**src/rtl/matrix_result_collector_pkg.sv**
```systemverilog
// ---------------------------------------------------------------------------
// matrix_pkg
// Shared definitions for the matrix-multiply write-back path.
//   state_t          : collector FSM states (IDLE, WRITE)
//   DEF_CORE_COUNT   : default cores per tile (lanes written per tile)
//   DEF_DATA_W       : default width of one result element
//   MATRIX_ADDR_W    : result-memory address width, shared with the
//                      address sequencer
//   lane_sel_w()     : width of a lane index for a given core count
//   tile_base()      : row*s_cols + core_column at full precision
// ---------------------------------------------------------------------------
package matrix_pkg;

  localparam int DEF_CORE_COUNT = 4;
  localparam int DEF_DATA_W     = 32;
  localparam int MATRIX_ADDR_W  = 10;

  typedef enum logic {
    IDLE  = 1'b0,
    WRITE = 1'b1
  } state_t;

  function automatic int lane_sel_w(input int cores);
    return (cores > 1) ? $clog2(cores) : 1;
  endfunction

  // 5-bit row * 8-bit column count + 5-bit column fits in 14 bits; callers
  // truncate to the memory address width, which gives the modulo wrap.
  function automatic logic [13:0] tile_base(input logic [4:0] row,
                                            input logic [4:0] col,
                                            input logic [7:0] s_cols);
    return ({9'd0, row} * {6'd0, s_cols}) + {9'd0, col};
  endfunction

endpackage

```
**src/rtl/matrix_result_collector_if.sv**
```systemverilog
// ---------------------------------------------------------------------------
// matrix_result_collector_if
// Tile-delivery and result-memory write bundle of the collector.
//   Tile side   : i_f_matrix_row_size, i_s_matrix_column_size, i_row_adr,
//                 i_core_column, i_results_valid, i_results
//   Memory side : i_wr_ready, o_wr_en, o_wr_adr, o_wr_data
//   Status      : o_busy, o_done, o_overflow, o_written_count, o_checksum
// Modports: master = the environment (drives i_*), slave = the collector.
// ---------------------------------------------------------------------------
interface matrix_result_collector_if #(
  parameter int CORE_COUNT = matrix_pkg::DEF_CORE_COUNT,
  parameter int DATA_W     = matrix_pkg::DEF_DATA_W,
  parameter int ADDR_W     = matrix_pkg::MATRIX_ADDR_W
);

  logic [7:0]                   i_f_matrix_row_size;
  logic [7:0]                   i_s_matrix_column_size;
  logic [4:0]                   i_row_adr;
  logic [4:0]                   i_core_column;
  logic                         i_results_valid;
  logic [CORE_COUNT*DATA_W-1:0] i_results;
  logic                         i_wr_ready;
  logic                         o_wr_en;
  logic [ADDR_W-1:0]            o_wr_adr;
  logic [DATA_W-1:0]            o_wr_data;
  logic                         o_busy;
  logic                         o_done;
  logic                         o_overflow;
  logic [15:0]                  o_written_count;
  logic [DATA_W-1:0]            o_checksum;

  modport master (
    output i_f_matrix_row_size, i_s_matrix_column_size, i_row_adr,
           i_core_column, i_results_valid, i_results, i_wr_ready,
    input  o_wr_en, o_wr_adr, o_wr_data, o_busy, o_done, o_overflow,
           o_written_count, o_checksum
  );

  modport slave (
    input  i_f_matrix_row_size, i_s_matrix_column_size, i_row_adr,
           i_core_column, i_results_valid, i_results, i_wr_ready,
    output o_wr_en, o_wr_adr, o_wr_data, o_busy, o_done, o_overflow,
           o_written_count, o_checksum
  );

endinterface

```
**src/rtl/matrix_result_collector_lane_select.sv**
```systemverilog
// ---------------------------------------------------------------------------
// matrix_lane_select
// Combinational mux returning lane `sel` of a packed tile.
//   lanes : CORE_COUNT*DATA_W packed tile, lane k at [k*DATA_W +: DATA_W]
//   sel   : lane index
//   lane  : selected element (zero for an index past the last lane)
// ---------------------------------------------------------------------------
module matrix_lane_select
  import matrix_pkg::*;
#(
  parameter int CORE_COUNT = DEF_CORE_COUNT,
  parameter int DATA_W     = DEF_DATA_W,
  parameter int SEL_W      = lane_sel_w(CORE_COUNT)
) (
  input  logic [CORE_COUNT*DATA_W-1:0] lanes,
  input  logic [SEL_W-1:0]             sel,
  output logic [DATA_W-1:0]            lane
);

  always_comb begin
    // NOTE: default first so every path assigns lane and no latch is inferred.
    lane = '0;
    for (int i = 0; i < CORE_COUNT; i++) begin
      if (32'(sel) == i) lane = lanes[i*DATA_W +: DATA_W];
    end
  end

endmodule

```
**src/rtl/matrix_result_collector.sv**
```systemverilog
// ---------------------------------------------------------------------------
// matrix_result_collector
// Drains one (row, core_column) tile of dot-product results into result
// memory, one element per cycle behind a ready handshake, tracks completion
// of the whole result matrix and flags tile strobes that arrive while busy.
//   CLOCK_25 : system clock, rising edge
//   rst      : asynchronous, active-low reset
//   bus      : matrix_result_collector_if.slave (tile input, memory write
//              port, status)
// Optional feature: define MATRIX_COLLECT_CHECKSUM_EN to accumulate every
// accepted write into o_checksum; otherwise o_checksum is tied to zero.
// ---------------------------------------------------------------------------
module matrix_result_collector
  import matrix_pkg::*;
#(
  parameter int CORE_COUNT = DEF_CORE_COUNT,
  parameter int DATA_W     = DEF_DATA_W,
  parameter int ADDR_W     = MATRIX_ADDR_W
) (
  input logic                    CLOCK_25,
  input logic                    rst,
  matrix_result_collector_if.slave bus
);

  localparam int SEL_W = lane_sel_w(CORE_COUNT);

  state_t                       state;
  logic [CORE_COUNT*DATA_W-1:0] lanes_q;
  logic [4:0]                   row_q;
  logic [4:0]                   col_q;
  logic [SEL_W-1:0]             k_q;
  logic [ADDR_W-1:0]            wr_adr_q;
  logic [DATA_W-1:0]            wr_data_q;
  logic                         done_q;
  logic                         overflow_q;
  logic [15:0]                  count_q;

  logic              strobe;
  logic              accept;
  logic              last_beat;
  logic              final_tile;
  logic              load;
  logic [SEL_W-1:0]  k_next;
  logic [9:0]        beat_end;
  logic [DATA_W-1:0] next_lane;

  always_comb begin
    // A zero-sized matrix makes every strobe meaningless, so it is ignored.
    strobe     = bus.i_results_valid && (bus.i_f_matrix_row_size != 8'd0)
                 && (bus.i_s_matrix_column_size != 8'd0);
    accept     = (state == WRITE) && bus.i_wr_ready;
    k_next     = k_q + 1'b1;
    // The tile ends at its last lane or at the matrix's right edge.
    beat_end   = 10'(col_q) + 10'(k_q) + 10'd1;
    last_beat  = (32'(k_q) == CORE_COUNT - 1)
                 || (beat_end >= 10'(bus.i_s_matrix_column_size));
    final_tile = (8'(row_q) == bus.i_f_matrix_row_size - 8'd1)
                 && ((32'(col_q) + CORE_COUNT) >= 32'(bus.i_s_matrix_column_size));
    // Taking a new tile on the accepted last beat gives back-to-back writes.
    load       = strobe && ((state == IDLE) || (accept && last_beat));
  end

  matrix_lane_select #(
    .CORE_COUNT (CORE_COUNT),
    .DATA_W     (DATA_W),
    .SEL_W      (SEL_W)
  ) u_lane_select (
    .lanes (lanes_q),
    .sel   (k_next),
    .lane  (next_lane)
  );

  // NOTE: tile payload has no reset; it is only read after a strobe loads it.
  always_ff @(posedge CLOCK_25) begin
    if (load) lanes_q <= bus.i_results;
  end

  always_ff @(posedge CLOCK_25 or negedge rst) begin
    if (!rst) begin
      state      <= IDLE;
      row_q      <= '0;
      col_q      <= '0;
      k_q        <= '0;
      wr_adr_q   <= '0;
      wr_data_q  <= '0;
      done_q     <= 1'b0;
      overflow_q <= 1'b0;
      count_q    <= '0;
    end else begin
      // NOTE: non-blocking throughout, so every test above sees pre-edge state.
      done_q <= 1'b0;
      if (accept) count_q <= count_q + 16'd1;
      if (accept && last_beat) done_q <= final_tile;
      if (strobe && !load) overflow_q <= 1'b1;

      if (load) begin
        state     <= WRITE;
        row_q     <= bus.i_row_adr;
        col_q     <= bus.i_core_column;
        k_q       <= '0;
        wr_adr_q  <= ADDR_W'(tile_base(bus.i_row_adr, bus.i_core_column,
                                       bus.i_s_matrix_column_size));
        wr_data_q <= bus.i_results[DATA_W-1:0];
      end else if (accept) begin
        if (last_beat) begin
          state <= IDLE;
        end else begin
          k_q       <= k_next;
          wr_adr_q  <= wr_adr_q + 1'b1;
          wr_data_q <= next_lane;
        end
      end
    end
  end

`ifdef MATRIX_COLLECT_CHECKSUM_EN
  logic [DATA_W-1:0] checksum_q;

  always_ff @(posedge CLOCK_25 or negedge rst) begin
    if (!rst)        checksum_q <= '0;
    else if (accept) checksum_q <= checksum_q + wr_data_q;
  end

  assign bus.o_checksum = checksum_q;
`else
  assign bus.o_checksum = '0;
`endif

  assign bus.o_wr_en         = (state == WRITE);
  assign bus.o_busy          = (state == WRITE);
  assign bus.o_wr_adr        = wr_adr_q;
  assign bus.o_wr_data       = wr_data_q;
  assign bus.o_done          = done_q;
  assign bus.o_overflow      = overflow_q;
  assign bus.o_written_count = count_q;

endmodule

```
**src/flat_wrapper.sv**
```systemverilog
// flat-port wrapper written by rule: the top's interface ports become plain ports
module matrix_result_collector_flat import matrix_pkg::*;
#(
  parameter int CORE_COUNT = DEF_CORE_COUNT,
  parameter int DATA_W     = DEF_DATA_W,
  parameter int ADDR_W     = MATRIX_ADDR_W
)
  (CLOCK_25, rst, bus_i_f_matrix_row_size, bus_i_s_matrix_column_size, bus_i_row_adr, bus_i_core_column, bus_i_results_valid, bus_i_results, bus_i_wr_ready, bus_o_wr_en, bus_o_wr_adr, bus_o_wr_data, bus_o_busy, bus_o_done, bus_o_overflow, bus_o_written_count, bus_o_checksum);
  matrix_result_collector_if #(.CORE_COUNT(CORE_COUNT), .DATA_W(DATA_W), .ADDR_W(ADDR_W)) bus_i ();
  input logic CLOCK_25;
  input logic rst;
  input wire logic [$bits(bus_i.i_f_matrix_row_size)-1:0] bus_i_f_matrix_row_size;
  input wire logic [$bits(bus_i.i_s_matrix_column_size)-1:0] bus_i_s_matrix_column_size;
  input wire logic [$bits(bus_i.i_row_adr)-1:0] bus_i_row_adr;
  input wire logic [$bits(bus_i.i_core_column)-1:0] bus_i_core_column;
  input wire logic [$bits(bus_i.i_results_valid)-1:0] bus_i_results_valid;
  input wire logic [$bits(bus_i.i_results)-1:0] bus_i_results;
  input wire logic [$bits(bus_i.i_wr_ready)-1:0] bus_i_wr_ready;
  output wire logic [$bits(bus_i.o_wr_en)-1:0] bus_o_wr_en;
  output wire logic [$bits(bus_i.o_wr_adr)-1:0] bus_o_wr_adr;
  output wire logic [$bits(bus_i.o_wr_data)-1:0] bus_o_wr_data;
  output wire logic [$bits(bus_i.o_busy)-1:0] bus_o_busy;
  output wire logic [$bits(bus_i.o_done)-1:0] bus_o_done;
  output wire logic [$bits(bus_i.o_overflow)-1:0] bus_o_overflow;
  output wire logic [$bits(bus_i.o_written_count)-1:0] bus_o_written_count;
  output wire logic [$bits(bus_i.o_checksum)-1:0] bus_o_checksum;
  assign bus_i.i_f_matrix_row_size = bus_i_f_matrix_row_size;
  assign bus_i.i_s_matrix_column_size = bus_i_s_matrix_column_size;
  assign bus_i.i_row_adr = bus_i_row_adr;
  assign bus_i.i_core_column = bus_i_core_column;
  assign bus_i.i_results_valid = bus_i_results_valid;
  assign bus_i.i_results = bus_i_results;
  assign bus_i.i_wr_ready = bus_i_wr_ready;
  assign bus_o_wr_en = bus_i.o_wr_en;
  assign bus_o_wr_adr = bus_i.o_wr_adr;
  assign bus_o_wr_data = bus_i.o_wr_data;
  assign bus_o_busy = bus_i.o_busy;
  assign bus_o_done = bus_i.o_done;
  assign bus_o_overflow = bus_i.o_overflow;
  assign bus_o_written_count = bus_i.o_written_count;
  assign bus_o_checksum = bus_i.o_checksum;
  matrix_result_collector #(.CORE_COUNT(CORE_COUNT), .DATA_W(DATA_W), .ADDR_W(ADDR_W)) u_core (.CLOCK_25(CLOCK_25), .rst(rst), .bus(bus_i));
endmodule
```
**config.mk**
```make
export PLATFORM = sky130hd
export DESIGN_NAME = matrix_result_collector_flat
export DESIGN_NICKNAME = d
export VERILOG_FILES = /design/src/rtl/matrix_result_collector_pkg.sv /design/src/rtl/matrix_result_collector_if.sv /design/src/rtl/matrix_result_collector_lane_select.sv /design/src/rtl/matrix_result_collector.sv /design/src/flat_wrapper.sv
export SDC_FILE = /design/constraint.sdc
export NUM_CORES = 1
export LEC_CHECK = 0
export CORE_ASPECT_RATIO = 0.5
export CORE_MARGIN = 2
export CORE_UTILIZATION = 38
export DETAILED_ROUTE_END_ITERATION = 10
export PLACE_DENSITY = 0.7
export SYNTH_ARGS = -nofsm -noshare
export SYNTH_HDL_FRONTEND = slang
export SYNTH_SLANG_ARGS = --single-unit
```
**constraint.sdc**
```tcl
create_clock -name CLOCK_25 -period 10.7 [get_ports CLOCK_25]
set_input_delay 1.07 -clock CLOCK_25 [delete_from_list [all_inputs] [get_ports CLOCK_25]]
set_output_delay 1.07 -clock CLOCK_25 [all_outputs]
set_load 0.01 [all_outputs]
```
==> out/qor.csv, run 1 <==
metric,value,unit
CP Data Required Time,10.83,ns
number of global-route vias before repair,7617,
Post-synth EDFFs,128,
"IR drop worst, VDD",0.1096,mV
dpl cells,1454,
Initial Utilization,39.09,%
M1 GR Usage,23.38,%
post-synthesis compound-gate area fraction,10.50,%
CTS Sinks,201,
final setup vio count,0,
fin cells,1492,
Post-Synthesis Cells,921,
hold buffer count at cts,0,
first-pass GRT wire length,41.57,mm
Hold WS,0.4567,ns
clk_skew,0.01294,ns
drt first-iter violations,470,
Die Area,28880,sq um
status,"complete, no violations",
Max-Cap Viols,0,
Final #Nets,1346,
# H-tree levels,1,
kind of critical path,reg2reg,
FP Rows,42,
Setup WS post-layout,5.977,ns
CTS Buf Count,21,
largest family of logic cells by synthesized area,simple AND/OR/NAND/NOR gates,
period utilisation layout,44.14,%
setup bufs post-CTS,0,
via count,7434,
CP Capture Type,flop,
simple-gate portion of the synthesized area,11.97,%
HP Class,in2async,
GRT busiest layer,met2,
pwr dens,235.5,nW/um^2
Die Span X,238.4,um
Critical R2R Launch,u_core.k_q[0],
fmax,0.2117,GHz
Crit-path slowest cell,buf_4,
Clock Pin Slew Worst Setup and Hold Paths,0.06,ns
core footprint,26700,sq um
pre-CTS setup slack,5.707,ns
worst stage delay on the critical path,0.87,ns
area grow syn2layout,29.59,%
drt via density,4.983,
total power,3.185,mW
Final HPWL DP,18.34,mm
largest net degree at the start of global routing,77,
async set-or-reset flop fraction in the synthesized netlist,36.32,%
I/O pins,252,
post-synthesis mux area share,4.820,%
worst-path cell chain,"ha_1, inv_1, fa_1, inv_1, ha_1, o21ai_0, mux2i_1, o22ai_1, xor2_1, ha_1, o21a_1, o211ai_1, a21oi_2, o21ai_4, inv_4, buf_4",
crit path max fanout,76,
layout cells sized above 1,5.614,%
Post-Syn Area,10440,sq um
Post-CTS Resized,0,
IO Port Bufs,219,
flop2flop setup slack,5.98,ns
Seq cells post-synth,201,
gr ovfl total,0,
WL per Instance,17.70,um
Detail Route Antenna Nets,0,
met2 usage,33.22,%
setup tns final,0,ns
worst slew pin tran,1.205,ns
Post-Synth XOR/XNOR Area,3.189,%
RSZ-0062 raised after global routing,no,
Die Ht,121.2,um
Tmin final,4.723,ns
leakage power,5.424,nW
GRT Total Usage,18.39,%
TritonCTS clock tree,done,
synth unique cells,63,
initial antenna violation count,0,
RePlAce Congestion,0.8469,
most frequent CP cell,ha_1,
syn_area_per_cell,11.33,sq um
clock buffer depth,3,
Detailed Routing Iterations Pass 1,5,
Final Hold Vio Count,0,
adder-cell area share of the yosys netlist,9.137,%
"delay-heaviest family, CP",buffers and inverters,
CP startpoint,u_core.k_q[0],
sequential area share after synthesis,54.34,%
"Slew Viols, Final",0,
number of antenna diodes,0,
main flop type after synthesis,edfxtp_1,
drt drc,0,
clk root buf,clkbuf_16,
clk_lat worst skew,0.51,ns
crit path DAT,4.85,ns
WL final,26.41,mm
GR Util met3,2.753,%
max_slew headroom,19.69,%
CP Buf/Inv Count,4,
YS warnings,0,
startpoint types,flop,
cell usage after synthesis (6+ instances only):
library cell	count	area, sq um
nor2_1	21	78.83
buf_4	38	285.3
dfrtp_1	73	1827
o21ai_0	64	320.3
xnor2_1	26	227.7
o21ai_1	11	55.05
nand4_1	7	43.79
buf_2	6	30.03
mux2i_1	39	390.4
nand3b_1	34	255.2
and2_1	23	143.9
mux2_2	10	112.6
a21oi_1	78	390.4
edfxtp_1	128	3844
nand3_1	9	45.04
fa_1	22	440.4
nand2_1	138	518.0
a21o_1	6	45.04
clkbuf_1	23	86.33
xor2_1	12	105.1
inv_1	45	168.9
ha_1	41	513.0
final timing paths:
kind                                                       to  cells after the start
worst max-delay path                       u_core.lanes_q[49]                     16
worst min-delay path                  u_core.bus.o_wr_data[0]                      1
worst max register to register             u_core.lanes_q[49]                     16
worst min register to register        u_core.bus.o_wr_data[1]                      2
max in group asynchronous       u_core.bus.o_written_count[1]                      2
min in group CLOCK_25                 u_core.bus.o_wr_data[1]                      2
sequential cells by signal, summed over array words and instances (netlist names), 2 cells and up:
name                        cells
u_core.row_q                    5
u_core.lanes_q                128
u_core.k_q                      2
u_core.bus.o_wr_data           32
u_core.bus.o_wr_adr            10
u_core.col_q                    5
u_core.bus.o_written_count     16
cell type report:
class	count	area, sq um
Clock buffer	27	578.1
Inverter	46	175.2
Clock inverter	11	158.9
Fill cell	2379	13170
Timing Repair Buffer	225	2235
Tap cell	352	440.4
Multi-Input combinational cell	630	4265
Sequential cell	201	5670
stage by stage:
stage,instance area (sq um),utilization (%)
final,13520,50.66
after global routing,13520,50.66
after CTS,13520,50.66
after detailed placement,12790,47.90
after global placement,12790,47.90
after floorplan,10560,-
where the power goes:
group          leakage [nW]  switching, mW  total [mW]  internal [mW]
logic                  2.98          0.685        1.26          0.573
registers              2.08          0.110        1.13           1.02
clock network         0.360          0.314       0.793          0.479
cells by family after synthesis:
group	count (synthesis)
adders and majority gates	63
buffers and inverters	122
other	1
muxes	49
DFF	201
and+or+nand+nor	257
AOI/OAI and AO/OA	190
xor gates and xnor gates	38
layout by cell type, fill, tap and decap left out, types with 4 or more instances in the layout:
cell type	synthesis	layout
mux2i_1	39	39
o21ai_1	11	11
bufinv_16	0	4
and3_1	4	4
buf_4	38	7
o22ai_1	4	4
xor2_1	12	12
nand3b_1	34	34
inv_1	45	44
nor4_1	4	4
edfxtp_1	128	128
nand3_1	9	9
mux2_2	10	10
clkbuf_16	0	21
a21o_1	6	6
xnor2_1	26	26
nand4_1	7	7
fa_1	22	22
nor3_1	4	4
clkdlybuf4s50_1	0	218
conb_1	1	33
nand2_1	138	138
a21oi_1	78	78
o21ai_0	64	64
nor2_1	21	21
nor2b_1	4	4
dfrtp_1	73	73
ha_1	41	38
and2_1	23	23
layer usage:
layer  vias to the layer above  part of all wire (%)
met2                       193                    51
met3                        40                   4.4
met4                         0                   2.0
met5                         -                     0
met1                      3635                    43
li1                       3566                     -
No activity file was read; power rests on OpenSTA's default activity.
==> run 2: changes to the inputs <==
Clock period 10.7 ns to 4.7 ns, I/O delays scaled along.
==> run 2 against run 1 <==
Against the previous run:
- flip-flop and latch count unchanged
- sequential share of layout area about the same
- combinational power up 130%
- sequential power up 130%
- register-to-register slack worse by 5.3 ns
- count of clock-buffer cells in the layout down 3
- worst hold slack worse by 0.32 ns
- worst setup slack worse by 5.3 ns
- utilization about the same
- clock skew up 0.0016 ns
- global-route usage down 0.37 points
- critical endpoint is now u_core.bus.o_wr_data[15]
==> out/qor.csv, run 2 (synthesis gave the netlist of run 1 again) <==
metric,value,unit,change
status,"complete, no violations",,
period utilisation layout,85.58,%,+41 points
WL per Instance,17.62,um,-0.46%
Clock Pin Slew Worst Setup and Hold Paths,0.07,ns,about the same
number of global-route vias before repair,7618,,+0.013%
Post-CTS Resized,0,,unchanged
Max-Cap Viols,0,,unchanged
Final Hold Vio Count,0,,unchanged
Tmin final,4.022,ns,-0.7007 ns
startpoint types,flop,,
I/O pins,252,,unchanged
FP Rows,42,,unchanged
leakage power,5.413,nW,-0.21%
post-route cell area,13530,sq um,about the same
dpl cells,1460,,+0.41%
max_slew headroom,20.37,%,+0.68 points
CTS Sinks,201,,unchanged
fmax,0.2486,GHz,+17%
IO Port Bufs,219,,unchanged
clk_lat worst skew,0.51,ns,about the same
via count,7429,,-0.067%
core footprint,26700,sq um,unchanged
drt via density,4.959,,-0.47%
Die Ht,121.2,um,unchanged
kind of critical path,reg2reg,,
# H-tree levels,1,,unchanged
"IR drop worst, VDD",0.2705,mV,+150%
Placed Area,12880,sq um,+0.72%
worst slew pin tran,1.194,ns,-0.01015 ns
"commonest non-fill, non-tap cell in the layout",clkdlybuf4s50_1,,
layout cells sized above 1,6.283,%,+0.67 points
drt first-iter violations,585,,+24%
RePlAce Congestion,0.8830,,+4.3%
total power,7.130,mW,+120%
number of antenna diodes,0,,unchanged
Final HPWL DP,18.78,mm,+2.4%
setup bufs post-CTS,0,,unchanged
fillcell total,2329,,-2.1%
RSZ-0062 raised after global routing,no,,
HP Class,in2async,,
"Slew Viols, Final",0,,unchanged
hold buffer count at cts,0,,unchanged
"commonest cells after routing, fill and taps aside","clkdlybuf4s50_1, nand2_1, edfxtp_1, a21oi_1, dfrtp_1",,
Biggest register,u_core.lanes_q,,
WL final,26.39,mm,about the same
TritonCTS clock tree,done,,
final setup vio count,0,,unchanged
CP Capture Type,flop,,
crit path max fanout,14,,-82%
max reg flops,128,,unchanged
first-pass GRT wire length,40.82,mm,-1.8%
worst stage delay on the critical path,0.47,ns,-0.40 ns
Detailed Routing Iterations Pass 1,5,,unchanged
GRT Total Usage,18.01,%,-0.37 points
Crit-path slowest cell,fa_1,,
Die Area,28880,sq um,unchanged
crit path DAT,4.40,ns,-0.45 ns
Hold WS,0.1396,ns,-0.3171 ns
largest net degree at the start of global routing,75,,-2.6%
clock buffer depth,3,,unchanged
pwr dens,526.9,nW/um^2,+120%
worst-path cell chain,"ha_2, inv_2, fa_1, inv_1, ha_2, o21ai_2, mux2i_1, o22ai_1, xor2_1, ha_1, o21a_1, o211ai_1, a21oi_2, o21ai_4, buf_4, mux2i_1, o21ai_0",,
initial antenna violation count,0,,unchanged
CTS Buf Count,21,,unchanged
Final #Nets,1352,,+0.45%
Die Span X,238.4,um,unchanged
CP Data Required Time,5.07,ns,-5.76 ns
Initial Utilization,39.09,%,unchanged
drt drc,0,,unchanged
clk_skew,0.01456,ns,+0.001621 ns
gr ovfl total,0,,unchanged
area grow syn2layout,29.66,%,about the same
Detail Route Antenna Nets,0,,unchanged
clk root buf,clkbuf_16,,
fin cells,1498,,+0.40%
final design utilization,50.68,%,about the same
run 2: routing by layer:
| metal | track usage, % | wire, um | vias to the layer above |
|---|---|---|---|
| li1 | - | - | 3589 |
| met1 | 22.41 | 11290 | 3620 |
| met2 | 32.47 | 13370 | 176 |
| met3 | 2.798 | 1026 | 44 |
| met4 | 5.469 | 713 | 0 |
| met5 | 0 | 0 | - |
run 2: per-stage QoR:
| step | TNS (ns) | setup WS (ns) |
|---|---|---|
| final | 0 | 0.6777 |
| after CTS | 0 | 0.7218 |
| after global placement | 0 | 0.3919 |
| after global routing | 0 | 0.4692 |
| after detailed placement | 0 | 0.3257 |
| after floorplan | -72.19 | -0.5640 |
run 2: final timing paths:
kind                                        from                             end  slack, ns  cells after the start
max in group asynchronous                    rst  u_core.bus.o_written_count[13]       3.92                      1
min reg2reg                u_core.bus.o_overflow           u_core.bus.o_overflow       0.46                      1
max reg2reg                        u_core.k_q[0]        u_core.bus.o_wr_data[15]       0.68                     17
max                                u_core.k_q[0]        u_core.bus.o_wr_data[15]       0.68                     17
min                                          rst                 u_core.col_q[2]       0.14                      1
min in group CLOCK_25      u_core.bus.o_overflow           u_core.bus.o_overflow       0.46                      1
run 2: final cells by class:
| cell class | instances | area [sq um] | area share [%] |
|---|---|---|---|
| clock buffer | 24 | 546.8 | 4.041 |
| clock inverter | 14 | 105.1 | 0.7768 |
| inverter | 46 | 176.4 | 1.304 |
| multi-input combinational | 630 | 4274 | 31.59 |
| sequential | 201 | 5670 | 41.91 |
| tap | 352 | 440.4 | 3.255 |
| timing repair buffer | 231 | 2317 | 17.13 |
run 2: report_power, final:
part	internal, mW	switching (mW)
Clock	0.898	0.716
Combinational	1.35	1.58
Sequential	2.33	0.259
run 2: worst max-delay path: cells and delay by family (launching register included):
family                     cells  cell delay [ns]
muxes                          2             0.60
buffers and inverters          3             0.46
adders and majority gates      4             1.17
DFF                            1             0.46
xor gates and xnor gates       1             0.16
AOI/OAI and AO/OA              7             1.04
